<file path="config.mk">
export PLATFORM = sky130hd
export DESIGN_NAME = floo_resp_rob
export DESIGN_NICKNAME = d
export VERILOG_FILES = /design/src/rtl/floo_resp_rob.sv
export SDC_FILE = /design/constraint.sdc
export NUM_CORES = 1
export LEC_CHECK = 0
export CAP_MARGIN = 20
export CORE_UTILIZATION = 58
export DETAILED_ROUTE_END_ITERATION = 10
export GPL_TIMING_DRIVEN = 0
export PLACE_DENSITY = 0.83
export SYNTH_ARGS = -nofsm -noshare
export SYNTH_HDL_FRONTEND = slang
export SYNTH_SLANG_ARGS = --single-unit
</file>
<file path="constraint.sdc">
create_clock -name clk_i -period 7 [get_ports clk_i]
set_input_delay 1.05 -clock clk_i [delete_from_list [all_inputs] [get_ports clk_i]]
set_output_delay 1.05 -clock clk_i [all_outputs]
set_load 0.03 [all_outputs]
</file>
<file path="src/rtl/floo_resp_rob.sv">
// floo_resp_rob: response reorder buffer.
//
// Hands out slot tags in order on the alloc port, accepts responses tagged
// with those slots in any order, and releases the payloads in allocation
// order on the out port.
//
// Ports:
//   clk_i, rst_i               single clock, synchronous active-high reset
//   alloc_valid_i/ready_o/idx_o  slot allocation handshake and granted tag
//   rsp_valid_i/ready_o/idx_i/data_i  out-of-order response input (always ready)
//   out_valid_o/ready_i/data_o   in-order response output
//   occupancy_o                allocated, not-yet-released slots
//   err_o                      sticky protocol error flag
//
// Optional feature: define FLOO_RESP_ROB_ERR_CHECK_EN to drop responses that
// target an unallocated or already-filled slot and flag them on err_o.
// Without it every response is written and err_o is tied low.

module floo_resp_rob #(
  parameter int unsigned RobSize   = 8,
  parameter int unsigned DataWidth = 64
) (
  input  logic                         clk_i,
  input  logic                         rst_i,
  input  logic                         alloc_valid_i,
  output logic                         alloc_ready_o,
  output logic [$clog2(RobSize)-1:0]   alloc_idx_o,
  input  logic                         rsp_valid_i,
  output logic                         rsp_ready_o,
  input  logic [$clog2(RobSize)-1:0]   rsp_idx_i,
  input  logic [DataWidth-1:0]         rsp_data_i,
  output logic                         out_valid_o,
  input  logic                         out_ready_i,
  output logic [DataWidth-1:0]         out_data_o,
  output logic [$clog2(RobSize):0]     occupancy_o,
  output logic                         err_o
);

  localparam int unsigned IdxW = $clog2(RobSize);
  localparam int unsigned CntW = IdxW + 1;

  logic [IdxW-1:0]      r_head;
  logic [IdxW-1:0]      r_tail;
  logic [CntW-1:0]      r_count;
  logic [RobSize-1:0]   r_filled;
  logic [DataWidth-1:0] r_mem [RobSize];

  logic                 w_alloc;
  logic                 w_release;
  logic                 w_fill;
  logic                 w_bad;
  logic [RobSize-1:0]   w_filled_d;

  assign alloc_ready_o = (r_count < CntW'(RobSize));
  assign alloc_idx_o   = r_tail;
  assign rsp_ready_o   = 1'b1;
  // Empty guard matters when stale fills linger in unallocated slots.
  assign out_valid_o   = r_filled[r_head] & (r_count != '0);
  assign out_data_o    = r_mem[r_head];
  assign occupancy_o   = r_count;

  assign w_alloc   = alloc_valid_i & alloc_ready_o;
  assign w_release = out_valid_o & out_ready_i;

`ifdef FLOO_RESP_ROB_ERR_CHECK_EN
  logic [IdxW-1:0] w_offset;
  logic            w_in_window;
  logic            r_err;

  // Distance from head modulo RobSize; allocated iff it is below count.
  assign w_offset    = rsp_idx_i - r_head;
  assign w_in_window = ({1'b0, w_offset} < r_count);
  assign w_bad       = rsp_valid_i & (~w_in_window | r_filled[rsp_idx_i]);
  assign err_o       = r_err;

  always_ff @(posedge clk_i) begin
    if (rst_i) begin
      r_err <= 1'b0;
    end else if (w_bad) begin
      r_err <= 1'b1;
    end
  end
`else
  assign w_bad = 1'b0;
  assign err_o = 1'b0;
`endif

  assign w_fill = rsp_valid_i & ~w_bad;

  // Release clear is applied after the fill so it wins on the same index.
  always_comb begin
    w_filled_d = r_filled;
    if (w_fill) begin
      w_filled_d[rsp_idx_i] = 1'b1;
    end
    if (w_release) begin
      w_filled_d[r_head] = 1'b0;
    end
  end

  always_ff @(posedge clk_i) begin
    if (rst_i) begin
      r_head   <= '0;
      r_tail   <= '0;
      r_count  <= '0;
      r_filled <= '0;
    end else begin
      r_filled <= w_filled_d;
      // Power-of-two size: natural overflow is the wrap.
      if (w_alloc) begin
        r_tail <= r_tail + IdxW'(1);
      end
      if (w_release) begin
        r_head <= r_head + IdxW'(1);
      end
      unique case ({w_alloc, w_release})
        2'b10:   r_count <= r_count + CntW'(1);
        2'b01:   r_count <= r_count - CntW'(1);
        default: r_count <= r_count;
      endcase
    end
  end

  // Payload storage carries no reset; responses during reset are ignored.
  always_ff @(posedge clk_i) begin
    if (!rst_i && w_fill) begin
      r_mem[rsp_idx_i] <= rsp_data_i;
    end
  end

endmodule
</file>
==> results.cfg <==
[power_and_ir_drop]
power.static_leakage_nw = 7.63
switching_power_mw = 1.25
sw_frac_of_total = 0.194
clockPowerShare = 0.405
pwr_density_cell_nw_per_um2 = 263
part_of_the_total_power_dissipated_in_sequential_elements = 0.557
vdd.ir_drop.worst_mv = 0.190
total_power_mw = 6.43
internal_power_mw = 5.18
power_frac_comb = 0.038

[die]
die_x_um = 189
placeableCoreArea_um2 = 34500
die_h_um = 189
top_level_pins = 147
floorplan.initialDensity = 0.589
fp-row-count = 68
area_of_the_die_um2 = 35700

[yosys]
post_synth_design_cell_area_um2 = 20300
flip_flop_and_latch_count_after_synthesis = 533
syn_nets = 946
number_of_enable_type_register_cells_in_the_synthesized_netlist = 512
syn_inst = 869
yosys_warnings = 0
unique_masters_post_synth = 39
synth-async-reset-ratio = 0
syn-mean-instance-area_um2 = 23.3
ys.flop_type = edfxtp_1
synth_seq_area_share = 0.779

[place]
gp_congestion = 0.769
dpl_worst_slack_ns = 3.10
post-dp-hpwl_mm = 24.4
portBuffers = 143

[status]
status = finished clean

[sta]
finalSetupViolCount = 0
post-route-period-util = 0.645
slew_violations = 0
finalWorstPathRequiredPeriod_ns = 4.52
report.final.hold_viol_count = 0
post-route-worst-setup-slack_ns = 2.48
finClkSkew_ns = 0.00368
max_freq_mhz = 221
grt_setup_unrepaired = no
timing_worst_slew_pin_value_ns = 0.969
max_slew_margin = 0.354
final.setup.tns_ns = 0

[cells_and_area]
flow.area_growth_from_synthesis_pct = 20.5
filler_cell_count = 1977
multi_input_combinational_cell_area_um2 = 4320
regArea_um2 = 15800
layout-drive-gt1-share = 0.283
final_net_count = 1171

[worst_setup_path]
worst_setup_path_end_kind = output port
critical_path_cell_sequence = clkbuf_1 > clkbuf_1 > mux4_2 > mux2_2 > clkdlybuf4s50_1
critical_path.most_common_cell = clkbuf_1
worstPathArrival_ns = 3.47
required_time_worst_endpoint_ns = 5.95
timing.rr.start = r_head[1]$_SDFFE_PP0N_
startpoint_types = flop
cp_slowest_stage_delay_ns = 0.65
critPathSlowestCell = clkbuf_1
timing_worst_setup_path_type = flop to output port
critical_path.max_fanout = 10
ff2ff_path_depth = 12

[route]
drt_pass1_iterations = 5
detail-route-antenna-nets = 0
vias = 9569
wl_per_cell_um = 25.3
drt-initial-drc-count = 922
routed_wirelength_mm = 40.2
drc = 0
vias_per_std_cell = 6.01

[worst_hold_path]
worst_hold_path_type = flop to flop
hold_path_startpoint = r_filled[0]$_SDFF_PP0_
holdPathStages = 2

[flow_run]
cap_violations = 0

[clocking]
cts_repair_resize_count = 0
tritoncts = yes
root_buffer = clkbuf_16
cts-hold-fix-buffers = 0
cts-htree-levels = 2
worstSkewPairLatency_ns = 0.56
numCtsBuffers = 51
cts_sinks = 533
clock_slew_at_the_register_clock_pins_of_the_worst_setup_and_hold_paths_ns = 0.06
cts.path.max_buffers = 3
post_cts_buffers = 0

[global_routing]
grt_pass1_wl_mm = 60.2
number_of_global_route_vias_before_repair = 9941
groute.usage.overall = 0.232
gr-total-overflow = 0
grt_max_degree = 27
grt_antenna_before_repair = 1
-- worst max-delay path, delay by kind of cell (launching register included) --
family                 cells  cell delay [ns]
multiplexers               2             0.70
buffers and inverters      3             1.87
flip-flops                 1             0.33
-- placed cells by master, fill, tap and decap left out, types with 3 or more instances in the layout --
master | netlist | layout
a21oi_1 | 7 | 7
a2bb2oi_1 | 3 | 3
a311oi_1 | 4 | 4
a31oi_1 | 3 | 3
buf_1 | 5 | 5
buf_12 | 0 | 11
buf_16 | 0 | 4
buf_2 | 13 | 13
buf_4 | 3 | 4
buf_6 | 2 | 12
buf_8 | 0 | 3
bufinv_16 | 0 | 3
clkbuf_1 | 19 | 37
clkbuf_16 | 0 | 53
clkdlybuf4s50_1 | 0 | 143
clkinv_1 | 0 | 11
clkinv_2 | 0 | 6
clkinvlp_4 | 0 | 3
dfxtp_1 | 21 | 21
edfxtp_1 | 512 | 512
ha_1 | 5 | 5
inv_1 | 5 | 5
mux2_2 | 69 | 69
mux2i_1 | 6 | 6
mux4_2 | 128 | 128
nand2_1 | 8 | 8
nor2_1 | 20 | 14
nor2_4 | 0 | 6
nor2b_1 | 7 | 7
xor2_1 | 4 | 4
-- layout make-up --
type                            count  share of cell area
Antenna cell                        2            0.000205
Buffer                             43             0.00840
Clock buffer                       72              0.0576
Clock inverter                     23             0.00753
Inverter                            5            0.000768
Multi-Input combinational cell    288               0.177
Sequential cell                   533               0.647
Tap cell                          455              0.0233
Timing Repair Buffer              172              0.0789
-- power groups by stage --
stage	Combinational (mW)	Sequential (mW)	Clock, mW
2_1_floorplan	0.104	3.65	0
3_3_place_gp	0.224	3.65	0
3_5_place_dp	0.245	3.65	0
4_1_cts	0.247	3.58	2.65
5_1_grt	0.261	3.58	2.77
6_report	0.245	3.58	2.60
-- per-stage QoR --
step | cell area [um^2] | util | instances | hold slack (ns)
3_5_place_dp | 22800 | 0.663 | 1496 | 0.510
2_1_floorplan | 20300 | - | 869 | 0.492
3_3_place_gp | 22300 | 0.647 | 1467 | 0.502
4_1_cts | 24400 | 0.709 | 1591 | 0.529
5_1_grt | 24400 | 0.709 | 1591 | 0.561
6_report | 24400 | 0.709 | 1593 | 0.535
-- final timing paths --
path / end / slack [ns]
worst max register to register: occupancy_o[2]$_SDFFE_PP0P_ / 3.94
worst min register to register: r_filled[0]$_SDFF_PP0_ / 0.54
worst min-delay path: r_filled[0]$_SDFF_PP0_ / 0.54
worst max-delay path: out_data_o[10] / 2.48
-- logic make-up after synthesis --
group / share of synthesized area
AOI/OAI and AO/OA: 0.00839
xor gates and xnor gates: 0.00216
adders and majority gates: 0.00308
buffers and inverters: 0.0110
DFF: 0.779
muxes: 0.183
other: 0.000370
and+or+nand+nor: 0.0128
-- metal layers --
| layer | part of all wire | track usage |
|---|---|---|
| met1 | 0.41 | 0.333 |
| met2 | 0.50 | 0.375 |
| met3 | 0.066 | 0.0387 |
| met4 | 0.020 | 0.0623 |
| met5 | 0.00027 | 0 |
-- flip-flops by register name, summed over array words and instances (netlist names), named ones only --
signal       flops
r_mem          512
r_head           3
alloc_idx_o      3
occupancy_o      4
r_filled         8
-- synth_stat cells (2+ instances only) --
cell	n	area, um^2
edfxtp_1	512	15400
nand2b_1	2	12.5
clkbuf_1	19	71.3
mux4_2	128	2880
buf_4	3	22.5
buf_1	5	18.8
a31oi_1	3	18.8
a41oi_1	2	17.5
xor2_1	4	35.0
ha_1	5	62.6
conb_1	2	7.51
a311oi_1	4	35.0
buf_6	2	22.5
mux2i_1	6	60.1
buf_2	13	65.1
nand2_1	8	30.0
dfxtp_1	21	420
nor2b_1	7	43.8
a21oi_1	7	35.0
a2bb2oi_1	3	26.3
mux2_2	69	777
nor2_1	20	75.1
inv_1	5	18.8
and2_1	2	12.5
nor3_1	3	15.0
(Power assumes the default switching activity.)
